===== src/rtl/sid_bus_writer.sv =====
// Buffered host-to-SID register writer.
// Requests queue in a FIFO and are replayed as phi2-aligned bus cycles.
module sid_bus_writer #(
    parameter int FIFO_DEPTH  = 4,
    parameter int HOLD_CYCLES = 2
) (
    input  logic       clk,
    input  logic       rst_n,
    input  logic       sid_clk,
    input  logic       wr_valid,
    output logic       wr_ready,
    input  logic [4:0] wr_addr,
    input  logic [7:0] wr_data,
    output logic       sid_cs_n,
    output logic       sid_rw,
    output logic [4:0] sid_addr,
    output logic [7:0] sid_data,
    output logic       sid_data_oe,
    output logic       busy,
    output logic [4:0] fifo_level
);

    localparam int AW = (FIFO_DEPTH > 1) ? $clog2(FIFO_DEPTH) : 1;

    typedef enum logic [1:0] {
        IDLE,
        SETUP,
        ACTIVE,
        HOLD
    } state_t;

    state_t          state;
    state_t          state_nx;
    logic            sid_clk_d;
    logic            sid_rise;
    logic            sid_fall;
    logic [12:0]     mem [FIFO_DEPTH];
    logic [AW-1:0]   wptr;
    logic [AW-1:0]   rptr;
    logic [4:0]      level_nx;
    logic            push;
    logic            pop;
    logic [2:0]      cnt;
    logic [2:0]      cnt_nx;
    logic            cs_n_nx;
    logic            rw_nx;
    logic            oe_nx;

    assign sid_rise = sid_clk & ~sid_clk_d;
    assign sid_fall = ~sid_clk & sid_clk_d;
    assign push     = wr_valid & wr_ready;
    assign level_nx = fifo_level + {4'd0, push} - {4'd0, pop};

    always_comb begin
        state_nx = state;
        cnt_nx   = cnt;
        pop      = 1'b0;
        cs_n_nx  = sid_cs_n;
        rw_nx    = sid_rw;
        oe_nx    = sid_data_oe;
        unique case (state)
            IDLE: begin
                if (sid_fall && fifo_level != 5'd0) begin
                    pop      = 1'b1;
                    cs_n_nx  = 1'b0;
                    rw_nx    = 1'b0;
                    oe_nx    = 1'b1;
                    state_nx = SETUP;
                end
            end
            SETUP: begin
                if (sid_rise)
                    state_nx = ACTIVE;
            end
            ACTIVE: begin
                // falling phi2 is where the SID latches the write
                if (sid_fall) begin
                    cnt_nx   = 3'(HOLD_CYCLES - 1);
                    state_nx = HOLD;
                end
            end
            HOLD: begin
                if (cnt == 3'd0) begin
                    cs_n_nx  = 1'b1;
                    rw_nx    = 1'b1;
                    oe_nx    = 1'b0;
                    state_nx = IDLE;
                end else begin
                    cnt_nx = cnt - 3'd1;
                end
            end
            default: state_nx = IDLE;
        endcase
    end

    always_ff @(posedge clk) begin
        if (push)
            mem[wptr] <= {wr_addr, wr_data};
    end

    always_ff @(posedge clk or negedge rst_n) begin
        if (!rst_n) begin
            sid_clk_d   <= 1'b0;
            wptr        <= '0;
            rptr        <= '0;
            fifo_level  <= 5'd0;
            wr_ready    <= 1'b0;
            busy        <= 1'b0;
            state       <= IDLE;
            cnt         <= 3'd0;
            sid_cs_n    <= 1'b1;
            sid_rw      <= 1'b1;
            sid_data_oe <= 1'b0;
            sid_addr    <= 5'd0;
            sid_data    <= 8'd0;
        end else begin
            sid_clk_d   <= sid_clk;
            fifo_level  <= level_nx;
            wr_ready    <= (level_nx != 5'(FIFO_DEPTH));
            busy        <= (level_nx != 5'd0) || (state_nx != IDLE);
            state       <= state_nx;
            cnt         <= cnt_nx;
            sid_cs_n    <= cs_n_nx;
            sid_rw      <= rw_nx;
            sid_data_oe <= oe_nx;
            if (push)
                wptr <= wptr + 1'b1;
            if (pop) begin
                rptr     <= rptr + 1'b1;
                sid_addr <= mem[rptr][12:8];
                sid_data <= mem[rptr][7:0];
            end
        end
    end

endmodule


===== config.mk =====
export PLATFORM = sky130hd
export DESIGN_NAME = sid_bus_writer
export DESIGN_NICKNAME = d
export VERILOG_FILES = /design/src/rtl/sid_bus_writer.sv
export SDC_FILE = /design/constraint.sdc
export NUM_CORES = 1
export LEC_CHECK = 0
export ABC_AREA = 1
export CORE_MARGIN = 2
export CORE_UTILIZATION = 50
export DETAILED_ROUTE_END_ITERATION = 16
export GPL_ROUTABILITY_DRIVEN = 0
export PLACE_DENSITY_LB_ADDON = 0.05
export SYNTH_ARGS = -nofsm -noshare
export SYNTH_HDL_FRONTEND = slang
export SYNTH_SLANG_ARGS = --single-unit

===== constraint.sdc =====
create_clock -name clk -period 2.7 [get_ports clk]
set_input_delay 0.81 -clock clk [delete_from_list [all_inputs] [get_ports clk]]
set_output_delay 0.81 -clock clk [all_outputs]
set_load 0.01 [all_outputs]

==> results.json, run 1 <==
{
  "status": "finished, final reports clean",
  "timing.rr.start": "fifo_level[3]$_DFF_PN0_",
  "period_share": 0.9639,
  "hold_buffers": 0,
  "ys_warn_count": 0,
  "route.vias.total": 2236,
  "start_util": 0.5226,
  "cts.sinks": 84,
  "arrival_ns": 2.84,
  "critPathCapture": "busy$_DFF_PN0_",
  "p_leak_nw": 1.837,
  "drt_wl_total_um": 6200,
  "cts_buffer_depth": 2,
  "crit_start": "sid_clk",
  "drt_iter0_markers": 108,
  "preCtsSetupSlack_ns": -0.4633,
  "ant_nets": 0,
  "vias_per_cell": 4.747,
  "dieArea_um2": 7915,
  "maxCapViolations": 0,
  "finalHoldViolations": 0,
  "port_buffers": 39,
  "crit_required_ns": 2.94,
  "ys_ff_latch": 84,
  "synth.top_cells.by_area": "edfxtp_1, dfrtp_1, nand2_1",
  "fp.dieH_um": 88.97,
  "track_usage": 0.1730,
  "core_um2": 6907,
  "slowest_delay_ns": 0.51,
  "clkLatencyLatePin_ns": 0.35,
  "drive_gt1_frac": 0.1440,
  "placed_area_um2": 4123,
  "final_cells": 471,
  "fin_nets": 400,
  "fin_total_pwr_mw": 4.854,
  "tightest_slew_ns": 0.9506,
  "wl_per_cell_um": 13.16,
  "setup_viol": 0,
  "stdcell_area_um2": 4365,
  "rows": 30,
  "antenna_found_initial": 0,
  "grt.overflow.total": 0,
  "drtPass1Iterations": 4,
  "power_density_nw_per_um2": 1112,
  "crit_chain": "clkdlybuf4s15_1, inv_1, nand2_2, nor2_4, nand2_4, inv_4, ha_4, inv_2, ha_4, inv_2, fa_1, inv_2, or2_4, nor2_4, nand2_2, nor2_1, nand2_1",
  "cts_tree": "yes",
  "async_flop_share": 0.3810,
  "cp-start-kind": "input pin",
  "ff2ff_setup_slack_ns": 0.16,
  "grt_max_degree": 33,
  "syn_avg_cell_area_um2": 11.35,
  "worstSetupPathType": "in -> reg",
  "synthesis.area_um2": 3610,
  "min_period_ns": 2.602,
  "ioPinCount": 40,
  "ff2ff_path_depth": 16,
  "worst_slack_ns": 0.09756,
  "setup-tns-final_ns": 0,
  "final_core_util": 0.6321,
  "grt_first_pass_wirelength_um": 10010,
  "slew_violations": 0,
  "finalClockSkew_ns": 0.009174,
  "synth_flop_cell": "edfxtp_1",
  "fp.dieW_um": 88.97,
  "cts_root_buf": "clkbuf_8",
  "critPathMostFrequentCell": "inv_2",
  "synth_edf_count": 52,
  "r2r_end": "busy$_DFF_PN0_",
  "nFillCells": 585,
  "worstHoldStart": "sid_data[3]$_DFFE_PN0P_",
  "placed_cells": 452,
  "rsz0062_at_grt": "false",
  "slew_headroom": 0.3663,
  "yosysTopAreaCellShare": 0.4326,
  "ys_types": 29,
  "whs_ns": 0.4793,
  "synthCells": 318,
  "diodes": 0,
  "grt_pass1_vias": 2069,
  "vdd_drop_max_uv": 467.6,
  "cts_buffers": 9,
  "ys_seq_area_frac": 0.6548,
  "cp_max_fo": 2,
  "drcViolationCount": 0,
  "max_freq_mhz": 384.3,
  "clk_pin_slew_ns": 0.07,
  "synth_top_area_cell": "edfxtp_1",
  "synth_nets": 348,
  "hp-class": "reg -> reg",
  "syn2layout_area_growth_pct": 20.94,
  "end_kind": "flop",
  "ctsHtreeMaxLevel": 3,
  "dpl.hpwl_um": 4044,
  "slowest_stage": "fa_1"
}
[cells by family (layout without fill, tap and decap cells)]
| kind of cell | Yosys count | count (layout) | share of synthesized area |
|---|---|---|---|
| AND/OR/NAND/NOR | 129 | 129 | 0.1515 |
| flip-flops | 84 | 84 | 0.6548 |
| AO/OA/AOI/OAI | 47 | 47 | 0.07452 |
| buffers and inverters | 40 | 97 | 0.05997 |
| adder cells (fa/ha/maj) | 13 | 13 | 0.04714 |
| XOR/XNOR | 5 | 5 | 0.01213 |
[repair_timing]
| item | in CTS | in global routing |
|---|---|---|
| pin swaps | 2 | 6 |
| setup buffers | 1 | 2 |
| gates resized for setup | 2 | 6 |
| setup endpoints to repair | 1 | 1 |
[power breakdown]
part	internal, mW	switching, mW
clock network	0.483	0.413
logic	0.870	1.04
registers	1.77	0.277
total	3.12	1.73
[worst max-delay path: cells and delay by family]
kind | cells | cell delay, ns
adder cells (fa/ha/maj) | 3 | 0.82
AND/OR/NAND/NOR | 8 | 0.78
buffers and inverters | 6 | 0.43
[sequential cells by signal, indices dropped and copies added, names as in the netlist, 2 cells and up]
| register | count |
|---|---|
| mem | 52 |
| sid_data | 8 |
| fifo_level | 5 |
| sid_addr | 5 |
| cnt | 3 |
| rptr | 2 |
| state | 2 |
| wptr | 2 |
[cell usage after synthesis, types with 3 or more instances]
| library cell | count |
|---|---|
| nand2_1 | 71 |
| edfxtp_1 | 52 |
| nor2_1 | 36 |
| dfrtp_1 | 31 |
| inv_1 | 25 |
| o21ai_1 | 17 |
| o21a_1 | 13 |
| ha_1 | 12 |
| o21ai_0 | 11 |
| nor2_2 | 8 |
| nand3_1 | 7 |
| a21oi_1 | 5 |
| buf_4 | 4 |
| buf_6 | 4 |
| xor2_1 | 3 |
[cells in the final DEF (no fill, tap or decap), types with 3 or more instances in the layout]
cell / instances
nand2_1: 69
nand3_1: 7
edfxtp_1: 52
nor2_2: 8
nor2_4: 3
clkbuf_8: 9
buf_4: 13
inv_2: 5
clkdlybuf4s50_1: 37
inv_1: 22
o21a_1: 13
o21ai_1: 17
nand2_2: 4
xor2_1: 3
o21ai_0: 11
a21oi_1: 5
nor2_1: 35
dfrtp_1: 31
ha_1: 10
[cell type report]
type / count / area [µm²] / share of cell area
repair buffers: 52 / 490.5 / 0.1124
multi-input cells: 194 / 1070 / 0.2451
clock buffers: 12 / 156.4 / 0.03583
flip-flops and latches: 84 / 2364 / 0.5414
well taps: 96 / 120.1 / 0.02751
clock inverters: 4 / 48.80 / 0.01118
inverters: 29 / 116.4 / 0.02666
[routing by layer]
| metal | wire [µm] | vias to the layer above | track usage |
|---|---|---|---|
| li1 | - | 1144 | - |
| met1 | 2987 | 1038 | 0.2379 |
| met2 | 2889 | 40 | 0.2727 |
| met3 | 202 | 14 | 0.03324 |
| met4 | 121 | 0 | 0.07327 |
| met5 | 0 | - | 0 |
[how the worst min path moves through the flow]
stage          slack, ns                       to  cells past startpoint
2_1_floorplan       0.51           busy$_DFF_PN0_                      0
3_3_place_gp        0.46  sid_data[0]$_DFFE_PN0P_                      2
3_5_place_dp        0.47  sid_data[3]$_DFFE_PN0P_                      2
4_1_cts             0.49  sid_data[3]$_DFFE_PN0P_                      2
5_1_grt             0.51  sid_addr[2]$_DFFE_PN0P_                      2
6_report            0.48  sid_data[3]$_DFFE_PN0P_                      2
Power figures use the tool's default switching activity.
==> run 2, diff against run 1 <==
--- a/config.mk
+++ b/config.mk
@@ -6,7 +6,7 @@
 export NUM_CORES = 1
 export LEC_CHECK = 0
 export ABC_AREA = 1
-export CORE_MARGIN = 2
+export CORE_MARGIN = 5
 export CORE_UTILIZATION = 50
 export DETAILED_ROUTE_END_ITERATION = 16
 export GPL_ROUTABILITY_DRIVEN = 0
==> results.json, run 2 (synthesis results as in run 1) <==
{
  "status": "finished, final reports clean",
  "cts_buffer_depth": 2,
  "largest_register_ffs": 52,
  "final_cell_mix": "nand2_1, edfxtp_1, clkdlybuf4s50_1",
  "whs_ns": 0.4825,
  "ctsHtreeMaxLevel": 3,
  "drive_gt1_frac": 0.1413,
  "route.vias.total": 2219,
  "timing.rr.start": "fifo_level[2]$_DFF_PN0_",
  "syn2layout_area_growth_pct": 21.11,
  "reg.largest.list": "mem x52, sid_data x8",
  "power_density_nw_per_um2": 1109,
  "grt.overflow.total": 0,
  "vdd_drop_max_uv": 444.8,
  "grt_pass1_vias": 2216,
  "drtPass1Iterations": 4,
  "grt_max_degree": 33,
  "end_kind": "flop",
  "preCtsSetupSlack_ns": -0.4101,
  "cp_max_fo": 2,
  "wl_per_cell_um": 13.46,
  "start_util": 0.5058,
  "hp-class": "reg -> reg",
  "ioPinCount": 40,
  "grt_first_pass_wirelength_um": 10680,
  "regMostFlops": "mem",
  "cts_root_buf": "clkbuf_8",
  "layout_commonest_cell": "nand2_1",
  "p_leak_nw": 1.831,
  "worst_slack_ns": 0.1115,
  "cts_buffers": 9,
  "vias_per_cell": 4.681,
  "antenna_found_initial": 0,
  "core_um2": 7137,
  "setup-tns-final_ns": 0,
  "fin_total_pwr_mw": 4.847,
  "drcViolationCount": 0,
  "diodes": 0,
  "critPathCapture": "busy$_DFF_PN0_",
  "rows": 31,
  "max_freq_mhz": 386.3,
  "fp.dieW_um": 94.97,
  "cp-start-kind": "input pin",
  "drt_wl_total_um": 6380,
  "drt_iter0_markers": 140,
  "min_period_ns": 2.588,
  "ff2ff_path_depth": 16,
  "setup_viol": 0,
  "multi_input_area_um2": 1062,
  "cts.sinks": 84,
  "clkLatencyLatePin_ns": 0.34,
  "final_cells": 474,
  "ff2ff_setup_slack_ns": 0.24,
  "track_usage": 0.1620,
  "nFillCells": 624,
  "fp.dieH_um": 94.97,
  "fin_nets": 400,
  "placed_cells": 455,
  "dpl.hpwl_um": 4209,
  "slew_headroom": 0.3805,
  "seq_area_um2": 2364,
  "period_share": 0.9587,
  "arrival_ns": 2.82,
  "ant_nets": 0,
  "finalClockSkew_ns": 0.01069,
  "cts_tree": "yes",
  "worstSetupPathType": "in -> reg",
  "port_buffers": 39,
  "slew_violations": 0,
  "dieArea_um2": 9018,
  "tightest_slew_ns": 0.9293,
  "crit_start": "wr_valid",
  "crit_required_ns": 2.93,
  "r2r_end": "busy$_DFF_PN0_",
  "finalHoldViolations": 0,
  "maxCapViolations": 0,
  "clk_pin_slew_ns": 0.08
}
==> run 2: per-layer routing <==
metal  wire length, µm  GRT usage  share of wire  vias to the layer above
met2              3159     0.2683           0.50                       38
met5                 0          0              0                        -
met1              2891     0.2037           0.45                     1025
met3               232    0.04143          0.036                        8
li1                  -          -              -                     1148
met4                97    0.06370          0.015                        0
==> run 2: metrics by stage <==
step,area [µm²],utilization
2_1_floorplan,3637,-
3_3_place_gp,4126,0.5782
3_5_place_dp,4126,0.5782
4_1_cts,4352,0.6097
5_1_grt,4372,0.6126
6_report,4372,0.6126
==> run 2: critical path, cell delays in order <==
cell and delay [ns]:
clkdlybuf4s50_1 0.47, nand2_2 0.08, ha_4 0.24, inv_2 0.06, ha_4 0.12, inv_2 0.03, fa_1 0.47, inv_1 0.05
or2_4 0.23, nor2_2 0.07, nand2_1 0.05, nor2_1 0.09, nand2_1 0.05
==> run 2: power breakdown <==
group | leakage (nW) | internal (mW) | switching (mW)
clock | 0.109 | 0.513 | 0.433
sequential | 0.857 | 1.77 | 0.268
combinational | 0.866 | 0.845 | 1.02
total | 1.83 | 3.13 | 1.72
==> run 2: repair_timing <==
item                                    in CTS  in global routing
pin swaps                                    2                  4
hold buffers                                 0                  0
endpoints found under the setup margin       1                  1
resized for setup                            1                  2
hold endpoints to repair                     0                  0
buffers inserted                             1                  2
==> run 2: layout make-up <==
| type | instances | share of cell area |
|---|---|---|
| Sequential cell | 84 | 0.5406 |
| Multi-Input combinational cell | 194 | 0.2430 |
| Timing Repair Buffer | 52 | 0.1113 |
| Clock buffer | 12 | 0.03807 |
| Tap cell | 99 | 0.02833 |
| Inverter | 29 | 0.02662 |
| Clock inverter | 4 | 0.01202 |
==> run 2: how the worst min path moves through the flow <==
stage	startpoint	to	slack, ns	cells past startpoint
finish	sid_addr[1]$_DFFE_PN0P_	sid_addr[1]$_DFFE_PN0P_	0.48	2
global route	sid_addr[4]$_DFFE_PN0P_	sid_addr[4]$_DFFE_PN0P_	0.51	2
CTS	sid_addr[1]$_DFFE_PN0P_	sid_addr[1]$_DFFE_PN0P_	0.49	2
detailed placement	sid_addr[1]$_DFFE_PN0P_	sid_addr[1]$_DFFE_PN0P_	0.47	2
global placement	sid_data[4]$_DFFE_PN0P_	sid_data[4]$_DFFE_PN0P_	0.46	2
floorplan	rst_n	busy$_DFF_PN0_	0.51	0
